**src/rtl/id_ex_register.sv**
```systemverilog
// ID/EX pipeline register: selects ALU operands and shift amount, detects
// load-use hazards against the instruction in EX, and counts inserted bubbles.
module id_ex_register #(
  parameter int          DATA_W         = 32,
  parameter logic [15:0] BUBBLE_CNT_MAX = 16'hFFFF
) (
  input  logic              clk_i,
  input  logic              rst_n_i,
  input  logic              stall_i,
  input  logic              flush_i,
  input  logic              valid_i,
  input  logic [DATA_W-1:0] pc_i,
  input  logic [DATA_W-1:0] rs1_data_i,
  input  logic [DATA_W-1:0] rs2_data_i,
  input  logic [DATA_W-1:0] imm_i,
  input  logic [4:0]        rs1_i,
  input  logic [4:0]        rs2_i,
  input  logic [4:0]        rd_i,
  input  logic              use_rs1_i,
  input  logic              use_rs2_i,
  input  logic [3:0]        alu_op_i,
  input  logic              alu_src_i,
  input  logic              reg_write_i,
  input  logic              mem_read_i,
  input  logic              mem_write_i,
  input  logic              branch_i,
  input  logic [2:0]        funct3_i,
  output logic              valid_o,
  output logic [DATA_W-1:0] pc_o,
  output logic [DATA_W-1:0] op_a_o,
  output logic [DATA_W-1:0] op_b_o,
  output logic [DATA_W-1:0] store_data_o,
  output logic [4:0]        shamt_o,
  output logic [3:0]        alu_op_o,
  output logic [4:0]        rd_o,
  output logic [2:0]        funct3_o,
  output logic              reg_write_o,
  output logic              mem_read_o,
  output logic              mem_write_o,
  output logic              branch_o,
  output logic              hazard_o,
  output logic              stall_o,
  output logic [15:0]       bubble_cnt_o
);

  typedef struct packed {
    logic              valid;
    logic [DATA_W-1:0] pc;
    logic [DATA_W-1:0] op_a;
    logic [DATA_W-1:0] op_b;
    logic [DATA_W-1:0] store_data;
    logic [4:0]        shamt;
    logic [3:0]        alu_op;
    logic [4:0]        rd;
    logic [2:0]        funct3;
    logic              reg_write;
    logic              mem_read;
    logic              mem_write;
    logic              branch;
  } ex_t;

  ex_t         ex_q, ex_d, load_c;
  logic [15:0] cnt_q, cnt_d;
  logic        rs1_hit, rs2_hit, hazard_c;

  function automatic logic [15:0] sat_inc(input logic [15:0] v);
    return (v >= BUBBLE_CNT_MAX) ? BUBBLE_CNT_MAX : v + 16'd1;
  endfunction

  // A bubble in EX can never be a producer, so a hazard clears itself after one bubble.
  always_comb begin
    rs1_hit  = use_rs1_i && (rs1_i == ex_q.rd);
    rs2_hit  = use_rs2_i && (rs2_i == ex_q.rd);
    hazard_c = ex_q.valid && ex_q.mem_read && (ex_q.rd != 5'd0) && valid_i &&
               (rs1_hit || rs2_hit);
  end

  always_comb begin
    load_c            = '0;
    load_c.valid      = 1'b1;
    load_c.pc         = pc_i;
    load_c.op_a       = rs1_data_i;
    load_c.op_b       = alu_src_i ? imm_i : rs2_data_i;
    load_c.store_data = rs2_data_i;
    load_c.shamt      = alu_src_i ? imm_i[4:0] : rs2_data_i[4:0];
    load_c.alu_op     = alu_op_i;
    load_c.rd         = rd_i;
    load_c.funct3     = funct3_i;
    load_c.reg_write  = reg_write_i;
    load_c.mem_read   = mem_read_i;
    load_c.mem_write  = mem_write_i;
    load_c.branch     = branch_i;
  end

  // Edge priority: flush, then hold, then hazard bubble, then load.
  always_comb begin
    ex_d  = ex_q;
    cnt_d = cnt_q;
    if (flush_i) begin
      ex_d = '0;
    end else if (stall_i) begin
      ex_d = ex_q;
    end else if (hazard_c) begin
      ex_d  = '0;
      cnt_d = sat_inc(cnt_q);
    end else if (!valid_i) begin
      ex_d = '0;
    end else begin
      ex_d = load_c;
    end
  end

  always_ff @(posedge clk_i) begin
    if (!rst_n_i) begin
      ex_q  <= '0;
      cnt_q <= '0;
    end else begin
      ex_q  <= ex_d;
      cnt_q <= cnt_d;
    end
  end

  assign valid_o      = ex_q.valid;
  assign pc_o         = ex_q.pc;
  assign op_a_o       = ex_q.op_a;
  assign op_b_o       = ex_q.op_b;
  assign store_data_o = ex_q.store_data;
  assign shamt_o      = ex_q.shamt;
  assign alu_op_o     = ex_q.alu_op;
  assign rd_o         = ex_q.rd;
  assign funct3_o     = ex_q.funct3;
  assign reg_write_o  = ex_q.reg_write;
  assign mem_read_o   = ex_q.mem_read;
  assign mem_write_o  = ex_q.mem_write;
  assign branch_o     = ex_q.branch;
  assign hazard_o     = hazard_c;
  assign stall_o      = hazard_c | stall_i;
  assign bubble_cnt_o = cnt_q;

endmodule

```
**config.mk**
```make
export PLATFORM = sky130hd
export DESIGN_NAME = id_ex_register
export DESIGN_NICKNAME = d
export VERILOG_FILES = /design/src/rtl/id_ex_register.sv
export SDC_FILE = /design/constraint.sdc
export NUM_CORES = 1
export LEC_CHECK = 0
export BUFFER_PORTS_ARGS = -buffer_cell sky130_fd_sc_hd__buf_4
export CAP_MARGIN = 15
export CORE_AREA = 2 2 128 130
export CTS_CLUSTER_DIAMETER = 50
export CTS_CLUSTER_SIZE = 24
export DETAILED_ROUTE_END_ITERATION = 8
export DIE_AREA = 0 0 130 132
export MAX_ROUTING_LAYER = met4
export PLACE_DENSITY_LB_ADDON = 0.1
export SETUP_SLACK_MARGIN = 0.05
export SYNTH_ARGS = -nofsm -noshare
export SYNTH_HDL_FRONTEND = slang
export SYNTH_SLANG_ARGS = --single-unit
```
**constraint.sdc**
```tcl
create_clock -name clk_i -period 2.3 [get_ports clk_i]
set_clock_uncertainty 0.2 [all_clocks]
set_input_delay 0.23 -clock clk_i [delete_from_list [all_inputs] [get_ports clk_i]]
set_output_delay 0.23 -clock clk_i [all_outputs]
set_load 0.05 [all_outputs]
```
==> flow_summary.toml, run 1 <==
[floorplanning]
dieArea_um2 = 17200
die_h_um = 132
start_util_pct = 36.4
die_x_um = 130
rows = 46
ios = 330
core_area_um2 = 15700

[synth]
synthAdderAreaFrac_pct = 0.219
yosys.area_share.simple_pct = 8.17
syn_avg_cell_area_um2 = 11.0
synth_xor_area_share_pct = 1.53
ys_seq_area_share_pct = 56.4
synth_top_family_by_area = "compound AO/OA/AOI/OAI gates"
muxShareOfSynthArea_pct = 5.78
synth-compound-area-share_pct = 23.3
yosysUniqueCellTypes = 39
ys_seq_elements = 161
syn_inst = 520
syn_nets = 683
synth_area_um2 = 5710
ys_warn_count = 0

[clocking]
htreeDepth = 4
clk_latency_ns = 0.42
clk_pin_slew_ns = 0.06
cts_buffer_depth = 2
clockRootBuffer = "clkbuf_16"
cts.sinks = 161
cts_tree = "done"
cts_buffers = 17

[min_path]
hp-start = "flush_i"
hold_class = "input port to register"

[place]
io_buffers = 329
hpwl_um = 14100
placed_cell_area_um2 = 8530
pre_cts_ws_ns = -0.0206
place_congestion = 0.850

[flow_run]
maxCapViolations = 0

[critical_path]
cp_top_family = "simple AND/OR/NAND/NOR gates"
r2r-end = "op_a_o[17]"
reg2reg_depth = 11
cp-start-kind = "register"
arrival_ns = 2.22
r2r_slack_ns = -0.31
crit_path_cell_trace = "or4_4 -> o211ai_4 -> nor2_4 -> buf_6 -> and2_4 -> or2_4 -> buf_8"
cp.required_ns = 1.87
cp.depth = 7
endpoint = "stall_o"
slowest_delay_ns = 0.54
crit_type = "register to output pin"
endpoint_kind = "output pin"
crit_fanout = 2
r2r_start = "rd_o[0]"
critPathBufInv = 2
cp_slowest_cell = "or4_4"
worstSetupStartpoint = "rd_o[0]"

[route]
drt_pass1_iterations = 5
routed_via_density = 5.02
wire_per_inst_um = 18.8
vias = 6353
drc_errors = 0
first_iter_violations = 241
drt_wl_total_um = 23800
antenna_left = 0

[final_layout]
n_antenna_cell = 0
final_util_pct = 74.5
fill_cells = 1054
area_growth_pct = 105
drive_gt1_share_pct = 47.8
fin_nets = 1200
final_area_um2 = 11700

[pwr]
power.clock.fraction_pct = 43.1
p_per_area_nw_per_um2 = 587
p_seq_share_pct = 41.8
power.internal_uw = 5220
swShare_pct = 23.9
net-switching-power_uw = 1650
p_comb_share_pct = 15.2
leakage_uw = 0.00535
max-vdd-ir-drop_mv = 0.492

[sta]
finalMaxSlewViolations = 0
rsz0062_at_grt = "true"
timing.slew.headroom_pct = 61.4
max_slew.worst_pin.slew_ns = 0.579
setup_ws_ns = -0.354
layout_min_cycle_time_ns = 2.65
fmax_mhz = 377
hold_viol = 0
setup_viol = 154
period_share_pct = 115

[grt]
grt_use_total_pct = 27.2
grt_pass1_vias = 6472
antenna_found_initial = 0
grt_first_pass_wirelength_um = 34800
gr-total-overflow = 0
grt_max_degree = 114

[outcome]
outcome = "finished with violations"
failed_checks = "setup timing"
placed cells by master (no fill, tap or decap), types with 5 or more instances in the layout:
cell           Yosys  layout
xor2_1             8       6
nor3_1            10       7
nand4_1            5       5
nor2_1            14      11
dfxtp_2            0       9
buf_6              3      13
buf_16             0      12
nand3_1           10      10
buf_8              0       7
nand2_1           37      36
a22o_1           112     112
buf_4             14     349
buf_12             0      14
dfxtp_4            0       6
dlygate4sd3_1      0     145
clkbuf_16          0      22
o21ai_2            0      32
mux2i_1           33      33
dfxtp_1          161     146
metal layers:
metal | up-vias | routed length, um | GRT usage (%)
met3 | 59 | 1700 | 7.91
met4 | 0 | 917 | 12.8
met5 | - | 0 | -
li1 | 2990 | - | -
met1 | 3027 | 9100 | 29.0
met2 | 277 | 12000 | 45.9
flip-flops by register name, indices dropped and copies added (netlist names):
| register | count |
|---|---|
| store_data_o | 32 |
| mem_write_o | 1 |
| pc_o | 32 |
| op_a_o | 32 |
| alu_op_o | 4 |
| op_b_o | 32 |
| valid_o | 1 |
| funct3_o | 3 |
| reg_write_o | 1 |
| mem_read_o | 1 |
| branch_o | 1 |
| bubble_cnt_o | 16 |
| rd_o | 5 |
worst min-delay path: stages:
cell	delay, ns
buf_4	0.12
nor2_1	0.07
nand4_1	0.09
o211a_1	0.15
what timing repair did:
item,in CTS,in global routing
hold buffers,145,0
setup buffers,27,12
gates resized for setup,67,57
setup endpoints to repair,100,162
pin swaps,114,68
cloned,16,4
endpoints found under the hold margin,150,0
layout make-up:
| cell class | count | area [um2] | share of cell area (%) |
|---|---|---|---|
| Inverter | 2 | 7.51 | 0.0642 |
| Multi-Input combinational cell | 311 | 2520 | 21.5 |
| Clock inverter | 8 | 123 | 1.05 |
| Tap cell | 216 | 270 | 2.31 |
| Clock buffer | 24 | 493 | 4.21 |
| Sequential cell | 161 | 3260 | 27.8 |
| Timing Repair Buffer | 544 | 5030 | 43.0 |
Yosys cell counts (all sizes together):
| cell | instances | share of area (%) |
|---|---|---|
| a41o | 2 | 0.35 |
| a21oi | 5 | 0.44 |
| nand2b | 1 | 0.11 |
| nand3 | 10 | 0.88 |
| or2 | 3 | 0.33 |
| nor4b | 1 | 0.15 |
| inv | 2 | 0.13 |
| a22o | 112 | 17 |
| and2 | 2 | 0.22 |
| o21ai | 38 | 3.3 |
| nand4 | 5 | 0.55 |
| nor2 | 14 | 0.92 |
| nand2 | 37 | 2.4 |
| buf | 21 | 2.8 |
| clkbuf | 25 | 1.6 |
| a311oi | 4 | 0.61 |
| a31oi | 4 | 0.44 |
| a32oi | 1 | 0.15 |
| ha | 1 | 0.22 |
| a41oi | 3 | 0.46 |
| o211ai | 1 | 0.22 |
| and4 | 1 | 0.15 |
| and3 | 4 | 0.44 |
| nor3b | 1 | 0.13 |
| nor4 | 3 | 0.44 |
| or4 | 2 | 0.33 |
| mux2i | 33 | 5.8 |
| xnor2 | 2 | 0.31 |
| xor2 | 8 | 1.2 |
| nor3 | 10 | 0.88 |
| or3 | 2 | 0.22 |
| o211a | 1 | 0.18 |
| dfxtp | 161 | 56 |
power by group through the flow:
stage	Clock (uW)	Sequential [uW]	Combinational (uW)
final	2960	2870	1040
after global routing	3130	2870	1090
after CTS	3000	2870	1010
after detailed placement	0	2930	726
after global placement	0	2930	719
after floorplan	0	3110	176
cell families after synthesis:
kind of cell               after synthesis
AOI/OAI and AO/OA                      171
DFF                                    161
and+or+nand+nor                         96
buffers and inverters                   48
muxes                                   33
xor gates and xnor gates                10
adders and majority gates                1
how the worst min path moves through the flow:
| stage | depth (start not counted) | slack (ns) | endpoint |
|---|---|---|---|
| global placement | 2 | 0.24 | op_b_o[18] |
| CTS | 4 | 0.04 | bubble_cnt_o[11] |
| floorplan | 1 | 0.16 | bubble_cnt_o[11] |
| detailed placement | 2 | 0.24 | op_b_o[28] |
| global route | 4 | 0.09 | bubble_cnt_o[11] |
| finish | 4 | 0.06 | bubble_cnt_o[11] |
per-stage QoR:
stage | hold slack (ns) | TNS (ns) | std cells | power [uW]
2_1_floorplan | 0.156 | 0 | 520 | 3290
3_3_place_gp | 0.236 | 0 | 1040 | 3650
3_5_place_dp | 0.243 | -0.0436 | 1040 | 3660
4_1_cts | 0.0433 | -27.66 | 1259 | 6880
5_1_grt | 0.0927 | -51.50 | 1266 | 7100
6_report | 0.0627 | -34.97 | 1266 | 6870
(Power assumes the default switching activity.)
==> run 2, diff against run 1 <==
--- a/config.mk
+++ b/config.mk
@@ -7,11 +7,13 @@
 export LEC_CHECK = 0
 export BUFFER_PORTS_ARGS = -buffer_cell sky130_fd_sc_hd__buf_4
 export CAP_MARGIN = 15
-export CORE_AREA = 2 2 128 130
+export CORE_AREA = 2 2 129 131
+export CTS_BUF_LIST = sky130_fd_sc_hd__clkbuf_2 sky130_fd_sc_hd__clkbuf_4 sky130_fd_sc_hd__clkbuf_8
 export CTS_CLUSTER_DIAMETER = 50
 export CTS_CLUSTER_SIZE = 24
 export DETAILED_ROUTE_END_ITERATION = 8
-export DIE_AREA = 0 0 130 132
+export DIE_AREA = 0 0 131 133
+export GPL_ROUTABILITY_DRIVEN = 0
 export MAX_ROUTING_LAYER = met4
 export PLACE_DENSITY_LB_ADDON = 0.1
 export SETUP_SLACK_MARGIN = 0.05
==> flow_summary.toml, run 2 (synthesized netlist as in run 1, its figures left out) <==
[final_layout]
multi_input_area_um2 = 2580
seqCellArea_um2 = 3260
most-common-layout-cells = "buf_4 (346), dfxtp_1 (146), dlygate4sd3_1 (146)"
fin_nets = 1199
fill_cells = 1124
final_common_cell = "buf_4"
n_antenna_cell = 0
drive_gt1_share_pct = 49.1
area_growth_pct = 103

[pwr]
leakage_uw = 0.00528
max-vdd-ir-drop_mv = 0.369
p_seq_share_pct = 45.7
power.clock.fraction_pct = 37.8
swShare_pct = 25.7
p_total_uw = 6270
power.internal_uw = 4660
net-switching-power_uw = 1610
p_per_area_nw_per_um2 = 541
p_comb_share_pct = 16.4

[place]
hpwl_um = 14000
io_buffers = 329

[grt]
antenna_found_initial = 0
grt_first_pass_wirelength_um = 34300
grt_max_degree = 90
grt_use_total_pct = 26.5
grt_pass1_vias = 6436
gr-total-overflow = 0

[sta]
layout_min_cycle_time_ns = 2.69
rsz0062_at_grt = "true"
fmax_mhz = 372
timing.slew.headroom_pct = 56.7
setup_viol = 161
setup_tns_ns = -36.18
setup_ws_ns = -0.388
period_share_pct = 117
finalMaxSlewViolations = 0
max_slew.worst_pin.slew_ns = 0.650
hold_viol = 0

[clocking]
cts_tree = "done"
clk_pin_slew_ns = 0.09
cts_buffer_depth = 2
cts.sinks = 161
cts_buffers = 17
htreeDepth = 4
clk_latency_ns = 0.47
clockRootBuffer = "clkbuf_8"

[critical_path]
crit_type = "register to output pin"
crit_path_cell_trace = "or4_4 -> o211ai_4 -> nor2_4 -> buf_6 -> and2_4 -> or2_4 -> buf_8"
slowest_delay_ns = 0.54
cp-start-kind = "register"
arrival_ns = 2.26
cp_slowest_cell = "or4_4"
crit_fanout = 3
cp.required_ns = 1.87
endpoint_kind = "output pin"

[floorplanning]
die_x_um = 131
ios = 330
rows = 47
dieArea_um2 = 17400
start_util_pct = 35.3
core_area_um2 = 16200
die_h_um = 133

[route]
wire_per_inst_um = 18.5
routed_via_density = 4.98
first_iter_violations = 273
drt_pass1_iterations = 4
drc_errors = 0
antenna_left = 0
vias = 6315
drt_wl_total_um = 23500

[flow_run]
maxCapViolations = 0

[outcome]
outcome = "finished with violations"
failed_checks = "setup timing"

[min_path]
hold_class = "input port to register"
run 2: cell count changes in the layout (fill, tap and decap cells not counted), moves of 4 or more:
cell,change
a311oi_1,-4
a311oi_2,+4
buf_6,+4
clkbuf_1,-4
clkbuf_16,-18
clkbuf_8,+17
nor3_2,+4
run 2: power by group through the flow:
| stage | Sequential, uW | Combinational (uW) | Clock, uW |
|---|---|---|---|
| after floorplan | 3110 | 176 | 0 |
| after global placement | 2930 | 716 | 0 |
| after CTS | 2860 | 1010 | 2410 |
| final | 2870 | 1030 | 2370 |
| after global routing | 2870 | 1080 | 2530 |
| after detailed placement | 2930 | 727 | 0 |
run 2: area by class of cell:
type                    instances  area share [%]
multi-input cells             311            22.3
flip-flops and latches        161            28.1
well taps                     220            2.38
repair buffers                543            43.2
clock buffers                  21            2.39
inverters                       2          0.0648
clock inverters                11            1.53
run 2: metal layers:
layer / global-route usage [%] / wire length [um]
met2: 44.6 / 11700
met4: 10.6 / 688
met3: 7.32 / 1690
met5: - / 0
met1: 29.4 / 9430
run 2: final timing paths:
check | from | end | slack (ns) | cells after the start
max | rd_o[1] | stall_o | -0.39 | 7
min | alu_src_i | op_b_o[20] | 0.18 | 3
max reg2reg | rd_o[1] | op_b_o[25] | -0.37 | 9
min reg2reg | op_b_o[16] | op_b_o[16] | 0.26 | 2
run 2: worst max-delay path, delay by kind of cell, from the launching register on:
kind            cells  cell delay [ns]
flops               1             0.35
buf+inv             2             0.27
simple gates        4             0.96
compound gates      1             0.22
run 2: repair_timing:
action                                  CTS  global route
endpoints found under the setup margin  154           163
setup buffers                            21            11
hold buffers                            146             0
pin swaps                                58           104
gates cloned                             15             4
resized for setup                        56            62
hold endpoints to repair                150             0
run 2: metrics by stage:
step	area, um2	instances	util (%)	hold slack (ns)	setup slack, ns
2_1_floorplan	5760	520	-	0.156	0.0380
3_3_place_gp	8570	1048	53.0	0.237	0.0136
3_5_place_dp	8570	1048	53.0	0.242	-0.0467
4_1_cts	11300	1262	69.8	0.151	-0.448
5_1_grt	11600	1269	71.6	0.170	-0.483
6_report	11600	1269	71.6	0.182	-0.388
==> run 3, diff against run 2 <==
--- a/config.mk
+++ b/config.mk
@@ -7,12 +7,12 @@
 export LEC_CHECK = 0
 export BUFFER_PORTS_ARGS = -buffer_cell sky130_fd_sc_hd__buf_4
 export CAP_MARGIN = 15
-export CORE_AREA = 2 2 129 131
+export CORE_MARGIN = 1.5
+export CORE_UTILIZATION = 30
 export CTS_BUF_LIST = sky130_fd_sc_hd__clkbuf_2 sky130_fd_sc_hd__clkbuf_4 sky130_fd_sc_hd__clkbuf_8
 export CTS_CLUSTER_DIAMETER = 50
 export CTS_CLUSTER_SIZE = 24
 export DETAILED_ROUTE_END_ITERATION = 8
-export DIE_AREA = 0 0 131 133
 export GPL_ROUTABILITY_DRIVEN = 0
 export MAX_ROUTING_LAYER = met4
 export PLACE_DENSITY_LB_ADDON = 0.1
==> flow_summary.toml, run 3 (synthesized netlist as in run 1, its figures left out) <==
[sta]
fmax_mhz = 374
hold_viol = 0
period_share_pct = 116
setup_viol = 158
setup_ws_ns = -0.374
finalMaxSlewViolations = 0
max_slew.worst_pin.slew_ns = 0.767
timing.slew.headroom_pct = 48.5
layout_min_cycle_time_ns = 2.67
setup_tns_ns = -27.54
rsz0062_at_grt = "true"

[place]
io_buffers = 329
dp.cells = 1064
hpwl_um = 14000
placed_cell_area_um2 = 8550

[final_layout]
most-common-layout-cells = "buf_4 (353), dfxtp_1 (146), dlygate4sd3_1 (146)"
fin_nets = 1202
final_area_um2 = 11500
final_cells = 1286
final_common_cell = "buf_4"
area_growth_pct = 101
n_antenna_cell = 0
drive_gt1_share_pct = 47.8

[grt]
gr-usage-met3_pct = 5.81
grt_first_pass_wirelength_um = 35200
antenna_found_initial = 0
use_met2_pct = 40.9
grt_use_total_pct = 23.6
grt.met1_usage_pct = 26.5
grt_pass1_vias = 6552
grt_max_degree = 97
gr-total-overflow = 0
top_usage_layer = "met2"

[outcome]
failed_checks = "setup timing"
outcome = "finished with violations"

[pwr]
p_total_uw = 6090
p_per_area_nw_per_um2 = 530
leakage_uw = 0.00526
max-vdd-ir-drop_mv = 0.330

[clocking]
cts.sinks = 161
cts_tree = "done"
clk_pin_slew_ns = 0.09
cts_buffers = 17
clockRootBuffer = "clkbuf_8"
cts_buffer_depth = 2
htreeDepth = 4
clk_latency_ns = 0.46

[route]
routed_via_density = 4.83
first_iter_violations = 213
drt_pass1_iterations = 4
drt_wl_total_um = 23200
wire_per_inst_um = 18.0
drc_errors = 0
antenna_left = 0
vias = 6213

[floorplanning]
die_h_um = 141
start_util_pct = 30.5
dieArea_um2 = 19900
die_x_um = 141
rows = 50
ios = 330
core_area_um2 = 18700

[critical_path]
reg2reg_depth = 8
worstSetupStartpoint = "rd_o[0]"
endpoint_kind = "output pin"
cp.required_ns = 1.87
r2r_slack_ns = -0.27
arrival_ns = 2.24
r2r-end = "op_b_o[27]"
r2r_start = "rd_o[0]"
crit_type = "register to output pin"
crit_fanout = 2
cp-start-kind = "register"

[min_path]
worstHoldEndpoint = "op_b_o[9]"
hp-start = "alu_src_i"
hold_class = "input port to register"
hold_depth = 3

[flow_run]
maxCapViolations = 0
==> run 3: area by class of cell <==
cell class,count,area (um2)
clock buffer,21,277
clock inverter,11,129
multi-input combinational,311,2520
tap,234,293
sequential,161,3250
inverter,2,7.51
timing repair buffer,546,4990
fill,1570,7230
==> run 3: worst max-delay path, cell delays in order (launching register included) <==
cell and delay, ns:
dfxtp_4 0.35, or4_4 0.55, o211ai_4 0.21, nor2_4 0.05, buf_6 0.12, and2_4 0.13, or2_4 0.23, buf_8 0.15
==> run 3: stage by stage <==
stage / hold slack, ns / util (%) / setup WS, ns
floorplan: 0.156 / - / 0.0380
global placement: 0.238 / 45.7 / -0.0178
detailed placement: 0.242 / 45.7 / -0.00756
CTS: 0.160 / 60.1 / -0.457
global route: 0.172 / 61.3 / -0.457
finish: 0.184 / 61.3 / -0.374
==> run 3: power breakdown <==
part	leakage (uW)	switching [uW]	internal [uW]
Sequential	0.00131	33.2	2830
Clock	0.000204	1130	1060
Combinational	0.00374	475	559
==> run 3: what timing repair did <==
item | 4_1_cts | 5_1_grt
endpoints found under the hold margin | 150 | 0
setup endpoints to repair | 130 | 162
hold buffers | 146 | 0
setup buffers | 24 | 5
pin swaps | 30 | 18
gates cloned | 15 | 0
gates resized for setup | 61 | 43
==> run 3: worst max path at each step <==
stage                 endpoint  slack [ns]  cells after the start
6_report               stall_o       -0.37                      7
2_1_floorplan       op_b_o[22]        0.04                      6
3_5_place_dp         op_b_o[0]      -0.008                      6
4_1_cts                stall_o       -0.46                      7
5_1_grt                stall_o       -0.46                      7
3_3_place_gp   bubble_cnt_o[8]       -0.02                      7
==> run 3: routing by layer <==
metal	vias up	share of wire, %
li1	2990	-
met2	249	51
met3	43	5.7
met5	-	0
met4	0	2.8
met1	2931	41
